`src/rtl/quad_decoder.sv`:
```
// Quadrature decoder: 2-flop sync + per-bit run-length filter, then step/direction/illegal-move detection.
// Latency FILT_LEN+3 edges from input to step; no backpressure, step is a free-running one-cycle pulse.
module quad_decoder #(
  parameter int FILT_LEN = 4
) (
  input  logic       clk,
  input  logic       rst,
  input  logic       a_in,
  input  logic       b_in,
  input  logic       clr,
  output logic       ud,
  output logic       step,
  output logic       err,
  output logic [1:0] ab
);

  localparam logic [3:0] CNT_LAST  = 4'(FILT_LEN - 1);
  localparam logic [4:0] PRIME_LEN = 5'(FILT_LEN + 2);

  logic [1:0]      sync1;
  logic [1:0]      sync2;
  logic [1:0][3:0] cnt;
  logic [1:0]      ab_d;
  logic [4:0]      prime_cnt;
  logic            unprimed;
  logic            is_up;
  logic            is_dn;
  logic            is_ill;

  assign unprimed = (prime_cnt != PRIME_LEN);

  function automatic logic [1:0] up_next(input logic [1:0] s);
    logic [1:0] n;
    case (s)
      2'b00:   n = 2'b01;
      2'b01:   n = 2'b11;
      2'b11:   n = 2'b10;
      default: n = 2'b00;
    endcase
    return n;
  endfunction

  always_ff @(posedge clk or negedge rst) begin
    if (!rst) begin
      sync1     <= 2'b00;
      sync2     <= 2'b00;
      cnt       <= '0;
      ab        <= 2'b00;
      ab_d      <= 2'b00;
      prime_cnt <= 5'd0;
    end else begin
      sync1 <= {a_in, b_in};
      sync2 <= sync1;
      if (unprimed) begin
        // Track the inputs directly so priming never looks like a transition.
        prime_cnt <= prime_cnt + 5'd1;
        ab        <= sync2;
        ab_d      <= sync2;
        cnt       <= '0;
      end else begin
        ab_d <= ab;
        for (int i = 0; i < 2; i++) begin
          if (sync2[i] != ab[i]) begin
            if (cnt[i] == CNT_LAST) begin
              ab[i]  <= sync2[i];
              cnt[i] <= 4'd0;
            end else begin
              cnt[i] <= cnt[i] + 4'd1;
            end
          end else begin
            cnt[i] <= 4'd0;
          end
        end
      end
    end
  end

  always_comb begin
    is_up  = 1'b0;
    is_dn  = 1'b0;
    is_ill = 1'b0;
    if (!unprimed && (ab != ab_d)) begin
      if (ab == ~ab_d)               is_ill = 1'b1;
      else if (ab == up_next(ab_d))  is_up  = 1'b1;
      else                           is_dn  = 1'b1;
    end
  end

  always_ff @(posedge clk or negedge rst) begin
    if (!rst) begin
      step <= 1'b0;
      ud   <= 1'b1;
      err  <= 1'b0;
    end else begin
      step <= is_up | is_dn;
      if (is_up)      ud <= 1'b1;
      else if (is_dn) ud <= 1'b0;
      // A new illegal move wins over a clear in the same cycle.
      err <= is_ill | (err & ~clr);
    end
  end

endmodule
```
`config.mk`:
```
export PLATFORM = sky130hd
export DESIGN_NAME = quad_decoder
export DESIGN_NICKNAME = d
export VERILOG_FILES = /design/src/rtl/quad_decoder.sv
export SDC_FILE = /design/constraint.sdc
export NUM_CORES = 1
export LEC_CHECK = 0
export ABC_AREA = 1
export BUFFER_PORTS_ARGS = -buffer_cell sky130_fd_sc_hd__buf_4
export CORE_MARGIN = 8
export CORE_UTILIZATION = 35
export CTS_BUF_LIST = sky130_fd_sc_hd__clkbuf_2
export CTS_CLUSTER_SIZE = 40
export DETAILED_ROUTE_END_ITERATION = 7
export GPL_TIMING_DRIVEN = 0
export PLACE_DENSITY = 0.55
export SETUP_SLACK_MARGIN = 0.05
export SLEW_MARGIN = 0
export SYNTH_ARGS = -nofsm -noshare
export SYNTH_HDL_FRONTEND = slang
export SYNTH_SLANG_ARGS = --single-unit
```
`constraint.sdc`:
```
create_clock -name clk -period 2.3 [get_ports clk]
set_input_delay 0.345 -clock clk [delete_from_list [all_inputs] [get_ports clk]]
set_output_delay 0.345 -clock clk [all_outputs]
set_load 0.05 [all_outputs]
```
==> summary.txt <==
Layout
  • Number of filler instances in the final layout: 290
  • Share of layout cells above drive strength 1: 15.8%
  • Inserted Diodes: 0
  • Synth-to-layout area growth: 12.9%
  • Net count reported at finish: 130
  • Fin util: 40.5%
  • Final Cell Area: 0.00121 sq mm

Worst setup path
  • Critical Path RT: 1.96 ns
  • Crit path buf inv count: 1
  • Crit path capture type: primary output
  • CP max stage cell: dfrtp_1
  • Crit path cell chain: buf_4
  • Crit path largest cell delay: 0.52 ns
  • Critical path launch point type: flop
  • Critical path's top delay family: flip-flops
  • Worst EP arrival: 1.09 ns
  • Crit Path Max Fanout: 6
  • Critical path class: reg -> out

Clocking
  • PostCTS Resize Cnt: 0
  • CTS tree: built
  • Clk slew on worst S/H paths: 0.23 ns
  • Hold-fix buffers at CTS: 1
  • Root buf cell: clkbuf_2
  • H-tree Lvls: 1
  • # clock sinks: 24
  • Post-CTS setup buffers: 0
  • Longest Clk Path Bufs: 2
  • Cts bufs inserted: 3
  • Worst skew pair latency: 0.32 ns

Floorplan
  • Initial core utilization: 35.9%
  • Core ar.: 0.00298 sq mm
  • Die Y-Extent: 71.3 microns
  • Die W: 71.3 microns
  • Rows: 20
  • Die area: 0.00508 sq mm
  • I/O pin count: 10

Power and ir drop
  • Switching power: 0.000565 W
  • Leak pwr: 0.592 nW
  • Clock power frac: 11.9%
  • Pint: 0.000786 W
  • Sequential cell fraction of total power: 46.0%
  • Pwr Density: 1120 mW/mm^2
  • Total power: 0.00135 W
  • Sw Ratio: 41.8%
  • Maximum vdd drop: 427 uV
  • Logic gate share of total power: 42.0%

Min path
  • Worst Hold Class: in -> reg

Placement
  • RePlAce Congestion: 0.824
  • Dpl hpwl: 1.24 mm
  • Placed cell areas: 0.00118 sq mm
  • Port-buffer cells: 9

Detailed routing
  • Via count: 709
  • Routed len/inst: 11.0 microns
  • Drc violations: 0
  • Pre-antenna DRT Iters: 4
  • Drt first-iter violations: 20
  • Routed Antenna Nets: 0
  • Total Wirelength: 1.69 mm
  • Vias/cell: 4.63

Synthesis
  • Ys Warns: 0
  • Synth cell types: 19
  • Cell area after synthesis: 0.00107 sq mm
  • Leading area contributor after synthesis: dfrtp_1
  • Synth Register Bits: 24
  • Share of the synthesized area in the top cell type: 53.9%
  • Cells after Synth: 106
  • Syn Area/Cell: 10.1 sq um
  • Syn Nets: 115
  • Sequential-to-total area share from yosys stat: 56.3%
  • Ranking of synthesized cells by area: dfrtp_1 (54%), nand2_1 (9.8%), xnor2_1 (4.9%)

Global route
  • Initial antenna violation count: 0
  • Largest net degree at the start of global routing: 25
  • First-pass GRT wire length: 3.08 mm
  • Vias in the first global route: 728
  • Aggregate global routing overflow: 0
  • Total track usage: 7.45%

Timing
  • Max-slew headroom: 79.4%
  • RSZ-0062 raised after global routing: false
  • Final setup violation count: 0
  • Minimum clock period: 1.43 ns
  • Setup TNS: 0 ns
  • Layout Skew: 0.00885 ns
  • Max Fclk: 697 MHz
  • Crit share post-route: 62.4%
  • Fin. Hold Viols: 0
  • Slew Viols, Final: 0
  • Hold slack: 0.102 ns
  • Actual slew at the worst max-slew pin: 0.309 ns

Flow run
  • Max cap viols: 0

Outcome
  • Status: finished clean
[Yosys cell counts (all sizes together)]
library cell  count
xor2              5
inv               9
a21oi             1
nand3             5
xnor2             6
o21ai             6
ha                4
nand4             2
dfrtp            23
dfstp             1
nor3              1
nor2             10
buf               1
nand2            29
nor3b             2
o22ai             1
[power by group through the flow]
stage                     combinational [W]  clock (W)  sequential (W)
final                              0.000568   0.000161        0.000622
after global routing               0.000644   0.000180        0.000637
after CTS                          0.000579   0.000169        0.000623
after detailed placement           0.000576          0        0.000633
after global placement             0.000569          0        0.000629
after floorplan                    0.000298          0        0.000765
[final cells by class]
type | instances | area [sq um] | share of cell area [%]
clock inverter | 1 | 3.75 | 0.311
timing repair buffer | 10 | 77.6 | 6.43
clock buffer | 3 | 15.0 | 1.24
tap | 33 | 41.3 | 3.42
buffer | 1 | 11.3 | 0.934
inverter | 9 | 33.8 | 2.80
multi-input combinational | 72 | 422 | 35.0
sequential | 24 | 602 | 49.9
[registers in the layout, indices dropped and copies added, names as in the netlist]
name       count
step           1
sync1          2
err            1
prime_cnt      5
cnt            8
ab_d           2
ab             2
ud             1
sync2          2
[layout by cell type, fill, tap and decap left out]
| master | n |
|---|---|
| nand2_1 | 28 |
| dfrtp_1 | 23 |
| nor2_1 | 10 |
| inv_1 | 9 |
| buf_4 | 9 |
| xnor2_1 | 6 |
| nand3_1 | 5 |
| xor2_1 | 5 |
| o21ai_0 | 4 |
| ha_1 | 4 |
| clkbuf_2 | 3 |
| nor3b_2 | 2 |
| o21ai_1 | 2 |
| nand4_2 | 1 |
| buf_6 | 1 |
| o22ai_1 | 1 |
| nand2_2 | 1 |
| nor3_4 | 1 |
| a21oi_1 | 1 |
| nand4_1 | 1 |
| clkinv_1 | 1 |
| dlygate4sd3_1 | 1 |
| dfstp_2 | 1 |
[kinds of logic after synthesis]
family	Yosys count	synth area share, %
simple gates	49	21.9
flops	24	56.3
xor+xnor	11	9.02
buf+inv	10	4.22
compound gates	8	3.86
fa+ha+maj	4	4.68
[through the flow]
step,std cells,setup slack (ns)
floorplan,106,0.999
global placement,148,0.922
detailed placement,148,0.923
CTS,153,0.844
global route,153,0.730
finish,153,0.865
[path summary, 6_finish.rpt]
path | from | end | slack (ns) | cells past startpoint
min reg2reg | sync1[0]$_DFF_PN0_ | sync2[0]$_DFF_PN0_ | 0.38 | 0
max reg2reg | prime_cnt[0]$_DFFE_PN0N_ | ab[1]$_DFFE_PN0P_ | 0.91 | 7
min in group asynchronous | rst | cnt[3]$_DFF_PN0_ | 0.41 | 2
min | b_in | sync1[0]$_DFF_PN0_ | 0.10 | 1
max | ab[0]$_DFFE_PN0P_ | ab[0] | 0.87 | 1
max in group asynchronous | rst | ud$_DFFE_PN1P_ | 1.59 | 2
[per-layer routing]
metal / global-route usage, % / wire (microns) / vias up
met1: 8.50 / 826 / 332
met2: 12.7 / 791 / 10
met5: 0 / 0 / -
met3: 2.23 / 53 / 2
li1: - / - / 365
met4: 3.00 / 14 / 0
(Power assumes the default switching activity.)
